--- src/rtl/complex_mult_pkg.sv ---
// Shared definitions for the complex result accumulator: state encoding,
// accumulator width helper and res_data/acc_data field positions.
package complex_mult_pkg;

  typedef enum logic [1:0] {
    IDLE  = 2'd0,
    ACCUM = 2'd1,
    HOLD  = 2'd2
  } acc_state_t;

  function automatic int clog2_min0(input int n);
    return (n <= 1) ? 0 : $clog2(n);
  endfunction

  // Guard bits let ACC_LEN worst-case products sum without wrapping.
  function automatic int acc_width(input int dw, input int len);
    return 2 * dw + clog2_min0(len);
  endfunction

  function automatic int res_comp_w(input int dw);
    return 2 * dw;
  endfunction

  function automatic int res_re_msb(input int dw);
    return 4 * dw - 1;
  endfunction

  function automatic int res_im_msb(input int dw);
    return 2 * dw - 1;
  endfunction

endpackage

--- src/rtl/complex_acc_lane.sv ---
// One signed accumulator lane: sign-extends a product component and adds it
// under enable; a synchronous clear has priority over the add.
module complex_acc_lane #(
  parameter int IN_W  = 16,
  parameter int ACC_W = 18
) (
  input  logic             clk,
  input  logic             rstn,
  input  logic             i_clear,
  input  logic             i_add_en,
  input  logic [IN_W-1:0]  i_data,
  output logic [ACC_W-1:0] o_acc
);

  logic [ACC_W-1:0] r_acc;
  logic [ACC_W-1:0] w_ext;

  assign w_ext = ACC_W'($signed(i_data));
  assign o_acc = r_acc;

  always_ff @(posedge clk or negedge rstn) begin
    if (!rstn) begin
      r_acc <= '0;
    end else if (i_clear) begin
      r_acc <= '0;
    end else if (i_add_en) begin
      r_acc <= r_acc + w_ext;
    end
  end

endmodule

--- src/rtl/complex_res_accumulator.sv ---
// Sums ACC_LEN complex products from the multiplier into one dot-product result.
// Optional macro COMPLEX_RES_ACC_STALL_CNT_EN adds a saturating backpressure counter.
module complex_res_accumulator
  import complex_mult_pkg::*;
#(
  parameter  int DATA_WIDTH = 8,
  parameter  int ACC_LEN    = 4,
  localparam int ACC_W      = acc_width(DATA_WIDTH, ACC_LEN)
) (
  input  logic                    clk,
  input  logic                    rstn,
  input  logic                    sw_rst,
  input  logic                    res_val,
  output logic                    res_ready,
  input  logic [4*DATA_WIDTH-1:0] res_data,
  output logic                    acc_val,
  input  logic                    acc_ready,
  output logic [2*ACC_W-1:0]      acc_data
`ifdef COMPLEX_RES_ACC_STALL_CNT_EN
  ,
  output logic [15:0]             stall_cnt
`endif
);

  localparam int COMP_W = res_comp_w(DATA_WIDTH);
  localparam int RE_MSB = res_re_msb(DATA_WIDTH);
  localparam int IM_MSB = res_im_msb(DATA_WIDTH);
  localparam int CNT_W  = (ACC_LEN > 1) ? $clog2(ACC_LEN) : 1;
  localparam logic [CNT_W-1:0] LAST_CNT = CNT_W'(ACC_LEN - 1);

  acc_state_t       r_state;
  acc_state_t       w_next_state;
  logic [CNT_W-1:0] r_count;
  logic             w_xfer;
  logic             w_last;
  logic             w_release;
  logic             w_clear;
  logic             w_add;
  logic [COMP_W-1:0] w_res_re;
  logic [COMP_W-1:0] w_res_im;
  logic [ACC_W-1:0]  w_acc_re;
  logic [ACC_W-1:0]  w_acc_im;

  assign w_res_re = res_data[RE_MSB -: COMP_W];
  assign w_res_im = res_data[IM_MSB -: COMP_W];

  // Handshake outputs decode registered state only, so no input reaches them combinationally.
  assign res_ready = (r_state == ACCUM);
  assign acc_val   = (r_state == HOLD);
  assign acc_data  = {w_acc_re, w_acc_im};

  assign w_xfer    = res_val & res_ready;
  assign w_last    = w_xfer && (r_count == LAST_CNT);
  assign w_release = acc_val & acc_ready;
  assign w_clear   = sw_rst | w_release;
  assign w_add     = w_xfer & ~sw_rst;

  always_ff @(posedge clk or negedge rstn) begin
    if (!rstn) begin
      r_state <= IDLE;
    end else begin
      r_state <= w_next_state;
    end
  end

  always_comb begin
    w_next_state = r_state;
    if (sw_rst) begin
      w_next_state = ACCUM;
    end else begin
      case (r_state)
        IDLE:    w_next_state = ACCUM;
        ACCUM:   if (w_last) w_next_state = HOLD;
        HOLD:    if (acc_ready) w_next_state = ACCUM;
        default: w_next_state = IDLE;
      endcase
    end
  end

  always_ff @(posedge clk or negedge rstn) begin
    if (!rstn) begin
      r_count <= '0;
    end else if (sw_rst || w_release || w_last) begin
      r_count <= '0;
    end else if (w_xfer) begin
      r_count <= r_count + 1'b1;
    end
  end

  complex_acc_lane #(
    .IN_W  (COMP_W),
    .ACC_W (ACC_W)
  ) u_lane_re (
    .clk      (clk),
    .rstn     (rstn),
    .i_clear  (w_clear),
    .i_add_en (w_add),
    .i_data   (w_res_re),
    .o_acc    (w_acc_re)
  );

  complex_acc_lane #(
    .IN_W  (COMP_W),
    .ACC_W (ACC_W)
  ) u_lane_im (
    .clk      (clk),
    .rstn     (rstn),
    .i_clear  (w_clear),
    .i_add_en (w_add),
    .i_data   (w_res_im),
    .o_acc    (w_acc_im)
  );

`ifdef COMPLEX_RES_ACC_STALL_CNT_EN
  logic [15:0] r_stall_cnt;

  // Cumulative across groups; only reset or sw_rst clears it.
  always_ff @(posedge clk or negedge rstn) begin
    if (!rstn) begin
      r_stall_cnt <= '0;
    end else if (sw_rst) begin
      r_stall_cnt <= '0;
    end else if (acc_val && !acc_ready && (r_stall_cnt != 16'hFFFF)) begin
      r_stall_cnt <= r_stall_cnt + 16'd1;
    end
  end

  assign stall_cnt = r_stall_cnt;
`endif

endmodule

--- config.mk ---
export PLATFORM = sky130hd
export DESIGN_NAME = complex_res_accumulator
export DESIGN_NICKNAME = d
export VERILOG_FILES = /design/src/rtl/complex_mult_pkg.sv /design/src/rtl/complex_acc_lane.sv /design/src/rtl/complex_res_accumulator.sv
export SDC_FILE = /design/constraint.sdc
export NUM_CORES = 1
export LEC_CHECK = 0
export ABC_AREA = 1
export CORE_AREA = 2 2 113 115
export CTS_BUF_LIST = sky130_fd_sc_hd__clkbuf_8
export DETAILED_ROUTE_END_ITERATION = 10
export DIE_AREA = 0 0 115 117
export DONT_BUFFER_PORTS = 1
export GPL_ROUTABILITY_DRIVEN = 0
export SLEW_MARGIN = 20
export SYNTH_ARGS = -nofsm -noshare
export SYNTH_HDL_FRONTEND = slang
export SYNTH_SLANG_ARGS = --single-unit
--- constraint.sdc ---
create_clock -name clk -period 3.7 [get_ports clk]
set_input_delay 0.555 -clock clk [delete_from_list [all_inputs] [get_ports clk]]
set_output_delay 0.555 -clock clk [all_outputs]
set_load 0.01 [all_outputs]
==> metrics.yaml, run 1 <==
outcome:
  outcome: "completed"
synthesis:
  synth_nets: 609
  synth_cell_types: 32
  synth-simple-area-share_pct: 39.58
  dominantRegCellSynth: "dfrtp_1"
  synth_area_um2: 3566
  synth.area.mux_share_pct: 0
  synth.area.top_cells: "dfrtp_1 (28%), nand2_1 (21%), ha_1 (12%), inv_1 (5.7%), nor2_1 (5.3%)"
  synth_seq_cells: 40
  synth_top_family_by_area: "simple AND/OR/NAND/NOR gates"
  synth-xor-area-share_pct: 0.9825
  synthCells: 535
  yosys.area.top_type_share_pct: 28.07
  synth_compound_area_share_pct: 10.56
  synth_adder_area_share_pct: 13.40
  synth_edf_count: 0
  yosysWarnings: 0
  ys_seq_area_share_pct: 28.07
  synth.avg_cell_area_um2: 6.665
  synthArstFlopShare_pct: 100.0
  synth_area_leader_cell: "dfrtp_1"
clock_tree:
  numCtsBuffers: 5
  cts_sinks: 40
  post_cts_buffers: 0
  htreeDepth: 2
  tritoncts: "done"
  ctsLongestPathBuffers: 2
  path_clk_slew_ns: 0.09
  clk_latency_ns: 0.31
  root_buffer: "clkbuf_8"
critical_path:
  cp_common_cell: "nand2_1"
  cp_slowest_cell: "fa_1"
  cp_cell_sequence: "ha_1 -> inv_1 -> fa_1 -> o21ai_2 -> nand2_1 -> nand2_1 -> nand2_1 -> nand2_1 -> nand2_1 -> nand3_1 -> nand2_1"
  crit_path_start_kind: "flip-flop"
  cp.arrival_ns: 2.20
  cp-end-kind: "flip-flop"
  cp_max_fo: 4
  crit_type: "reg2reg"
  max_stage_delay_ns: 0.44
  worstPathRequired_ns: 3.90
drt:
  drt-vias-per-instance: 4.895
  first_iter_violations: 156
  antenna_left: 0
  dr_total_vias: 3368
  routed_wl_um: 9958
  post_drt_wl_per_cell_um: 14.47
  drc_errors: 0
  first_pass_iters: 4
sta:
  slew_violations: 0
  rsz0062_at_grt: "no"
  min_period_ns: 2.002
  fin_crit_sh_pct: 54.10
  fin_skew_ns: 0.005332
  fmax_mhz: 499.5
  hold_viol_final: 0
  tns_ns: 0
  worst_pin_slew_ns: 0.5258
  setup_viol: 0
  relSlewSlack_pct: 64.89
layout:
  syn2layout_area_growth_pct: 7.123
  fin_area_um2: 3820
  diodes: 0
  drive_above_1_share_pct: 7.063
  multi_input_comb_area_um2: 2301
  seqCellArea_um2: 1001
  mostFrequentLayoutCells: "nand2_1 (203), inv_1 (56), nor2_1 (50)"
  nNetsFinal: 611
  layout_commonest_cell: "nand2_1"
  num-fill-cells: 1325
place:
  io_buffers: 0
  dp_hpwl_um: 7551
  placed_area_um2: 3702
pwr:
  power_density_nw_per_um2: 459.1
  leakagePower_nw: 2.055
  peakVddDrop_mv: 0.2061
die:
  die_w_um: 115
  core_um2: 12310
  io_pins: 75
  core.rowCount: 41
  initial_core_util_pct: 28.96
  dieArea_um2: 13460
  die_h_um: 117
global_route:
  grt-ovfl-total: 0
  track_usage_pct: 15.32
  grt_pass1_wl_um: 16320
  grt_pass1_vias: 3334
  antenna_found_initial: 0
  grt_max_degree: 41
job:
  drv_cap: 0
min_path:
  min_path_type: "in2async"
[synthesized netlist by cell type (4+ instances only)]
cell / number
nand2_1: 203
inv_1: 54
nor2_1: 50
dfrtp_1: 40
ha_1: 35
nand3_1: 30
a21oi_1: 28
o21ai_0: 21
nand3b_1: 14
nand2_2: 9
o21ai_1: 6
a21oi_2: 5
xor2_1: 4
[cell families (layout without fill, tap and decap cells)]
kind of cell | Yosys count | count (layout)
fa+ha+maj | 37 | 37
buf+inv | 62 | 65
flops | 40 | 40
compound gates | 67 | 67
xor+xnor | 4 | 4
simple gates | 325 | 325
[power by group]
group / switching, W / internal (W)
Sequential: 0.000125 / 0.000515
Combinational: 0.000506 / 0.000283
Clock: 0.000177 / 0.000147
[state kept, by name (all words and copies together) (netlist names)]
name / count
u_lane_im.o_acc: 18
u_lane_re.o_acc: 18
r_count: 2
r_state: 2
[per-layer routing]
| layer | GRT usage (%) | vias up | wire (um) |
|---|---|---|---|
| li1 | - | 1728 | - |
| met1 | 18.27 | 1537 | 4257 |
| met2 | 27.45 | 91 | 5013 |
| met3 | 3.759 | 12 | 548 |
| met4 | 4.418 | 0 | 139 |
| met5 | 0 | - | 0 |
[critical path, delay by kind of cell (launching register included)]
| kind | cells | cell delay (ns) |
|---|---|---|
| DFF | 1 | 0.43 |
| adders and majority gates | 2 | 0.67 |
| buffers and inverters | 1 | 0.07 |
| and+or+nand+nor | 7 | 0.51 |
| AOI/OAI and AO/OA | 1 | 0.22 |
[layout make-up]
cell class                      instances  area share (%)
Sequential cell                        40           26.20
Multi-Input combinational cell        433           60.24
Inverter                               56           5.568
Tap cell                              150           4.913
Clock buffer                            6           2.162
Clock inverter                          2          0.1965
Timing Repair Buffer                    1          0.7206
[through the flow]
step | power [W] | utilization, % | setup slack (ns) | hold WS (ns) | std cells
after floorplan | 0.001244 | - | 1.816 | 0.2594 | 535
after global placement | 0.001407 | 30.07 | 1.666 | 0.2608 | 679
after detailed placement | 0.001423 | 30.07 | 1.619 | 0.2606 | 679
after CTS | 0.001770 | 31.03 | 1.704 | 0.08494 | 688
after global routing | 0.001915 | 31.03 | 1.511 | 0.08620 | 688
final | 0.001754 | 31.03 | 1.698 | 0.08035 | 688
[final timing paths]
check,start,to,cells after the start,slack (ns)
min reg2reg,r_count[1]$_DFFE_PN0P_,r_count[1]$_DFFE_PN0P_,2,0.52
min in group clk,sw_rst,r_state[1]$_DFFE_PN0P_,1,0.31
max reg2reg,u_lane_im.o_acc[0]$_DFFE_PN0P_,u_lane_im.o_acc[14]$_DFFE_PN0P_,11,1.70
max,u_lane_im.o_acc[0]$_DFFE_PN0P_,u_lane_im.o_acc[14]$_DFFE_PN0P_,11,1.70
min,rstn,u_lane_im.o_acc[7]$_DFFE_PN0P_,1,0.08
max in group asynchronous,rstn,u_lane_re.o_acc[5]$_DFFE_PN0P_,1,3.42
[what timing repair did]
action,CTS,global route
resized for setup,0,0
hold buffers,1,0
hold endpoints to repair,40,0
No activity file was read; power rests on OpenSTA's default activity.
==> inputs of run 2 (changes only) <==
clock period = 1.9 ns   (was 3.7 ns; I/O delays follow)
==> metrics.yaml, run 2 (same netlist as run 1, synthesis figures left out) <==
outcome:
  outcome: "completed"
die:
  die_h_um: 117
  core_um2: 12310
  die_w_um: 115
  initial_core_util_pct: 28.96
  dieArea_um2: 13460
  core.rowCount: 41
  io_pins: 75
sta:
  slew_violations: 0
  fin_skew_ns: 0.01031
  tns_ns: 0
  relSlewSlack_pct: 72.81
  hold_viol_final: 0
  hold_ws_ns: 0.02268
  rsz0062_at_grt: "no"
  fin_crit_sh_pct: 93.77
  setup_slack_ns: 0.1184
  min_period_ns: 1.782
  fmax_mhz: 561.3
  worst_pin_slew_ns: 0.4078
  setup_viol: 0
global_route:
  grt-ovfl-total: 0
  track_usage_pct: 15.65
  grt_pass1_wl_um: 16570
  grt_max_degree: 41
  antenna_found_initial: 0
  grt_pass1_vias: 3472
clock_tree:
  numCtsBuffers: 5
  cts_sinks: 40
  ctsLongestPathBuffers: 2
  htreeDepth: 2
  root_buffer: "clkbuf_8"
  clk_latency_ns: 0.32
  path_clk_slew_ns: 0.08
  tritoncts: "done"
job:
  drv_cap: 0
drt:
  routed_wl_um: 9996
  dr_total_vias: 3463
  drc_errors: 0
  antenna_left: 0
  post_drt_wl_per_cell_um: 14.16
  drt-vias-per-instance: 4.905
  first_pass_iters: 4
  first_iter_violations: 179
layout:
  layout_commonest_cell: "nand2_1"
  diodes: 0
  nNetsFinal: 629
  mostFrequentLayoutCells: "nand2_1 (202), inv_1 (55), nor2_1 (50)"
  drive_above_1_share_pct: 12.23
  syn2layout_area_growth_pct: 13.16
critical_path:
  cp.arrival_ns: 1.98
  cp-end-kind: "flip-flop"
  max_stage_delay_ns: 0.45
  crit_path_start_kind: "flip-flop"
  cp_common_cell: "nand2_1"
  cp_max_fo: 5
  worstPathRequired_ns: 2.10
  crit_type: "reg2reg"
  cp_cell_sequence: "ha_1 -> a21oi_1 -> o21ai_2 -> nand2_1 -> nand2_2 -> o21ai_0 -> nand2_1"
  cp_slowest_cell: "dfrtp_1"
min_path:
  min_path_type: "in2reg"
place:
  io_buffers: 0
  place_ws_ns: 0.08774
  dp_hpwl_um: 7594
pwr:
  power_density_nw_per_um2: 901.4
  peakVddDrop_mv: 0.3329
  leakagePower_nw: 2.142
-- run 2: power by group --
group	total (W)	switching [W]	internal, W
Sequential	0.00121	0.000205	0.00100
Combinational	0.00168	0.00104	0.000644
Clock	0.000743	0.000358	0.000386
Total	0.00364	0.00160	0.00203
-- run 2: per-stage QoR --
stage	std cells	total power, W	instance area [um^2]	utilization, %
2_1_floorplan	535	0.002423	3566	-
3_3_place_gp	694	0.002801	3815	30.99
3_5_place_dp	694	0.002827	3815	30.99
4_1_cts	704	0.003614	3960	32.16
5_1_grt	706	0.003976	4035	32.77
6_report	706	0.003637	4035	32.77
-- run 2: what timing repair did --
| item | in CTS | in global routing |
|---|---|---|
| resized for setup | 0 | 12 |
| buffers inserted | 0 | 2 |
| hold endpoints to repair | 40 | 0 |
| setup endpoints to repair | 0 | 15 |
| hold buffers | 2 | 0 |
-- run 2: area by class of cell --
type                    instances  area [um^2]
clock buffers                   5        68.82
clock inverters                 3        38.79
fillers                      1314         8277
inverters                      56        212.7
multi-input cells             433         2360
flip-flops and latches         40         1002
well taps                     150        187.7
repair buffers                 19        165.2
-- run 2: final timing paths --
check	startpoint	endpoint	slack, ns	depth (start not counted)
min reg2reg	r_count[1]$_DFFE_PN0P_	r_count[1]$_DFFE_PN0P_	0.52	2
min in group asynchronous	rstn	u_lane_re.o_acc[9]$_DFFE_PN0P_	0.51	2
max reg2reg	u_lane_im.o_acc[3]$_DFFE_PN0P_	u_lane_im.o_acc[8]$_DFFE_PN0P_	0.12	7
max in group asynchronous	rstn	u_lane_im.o_acc[6]$_DFFE_PN0P_	1.18	2
min	sw_rst	r_state[1]$_DFFE_PN0P_	0.02	1
max	u_lane_im.o_acc[3]$_DFFE_PN0P_	u_lane_im.o_acc[8]$_DFFE_PN0P_	0.12	7
-- run 2: worst max-delay path: cells and delay by family (launching register included) --
| family | cells | cell delay, ns |
|---|---|---|
| adders and majority gates | 1 | 0.38 |
| DFF | 1 | 0.45 |
| AOI/OAI and AO/OA | 3 | 0.61 |
| and+or+nand+nor | 3 | 0.23 |
-- run 2: per-layer routing --
| layer | GRT usage [%] | up-vias | part of all wire (%) |
|---|---|---|---|
| li1 | - | 1759 | - |
| met1 | 17.98 | 1583 | 42 |
| met2 | 28.63 | 100 | 50 |
| met3 | 3.399 | 21 | 5.8 |
| met4 | 5.703 | 0 | 2.3 |
| met5 | 0 | - | 0 |
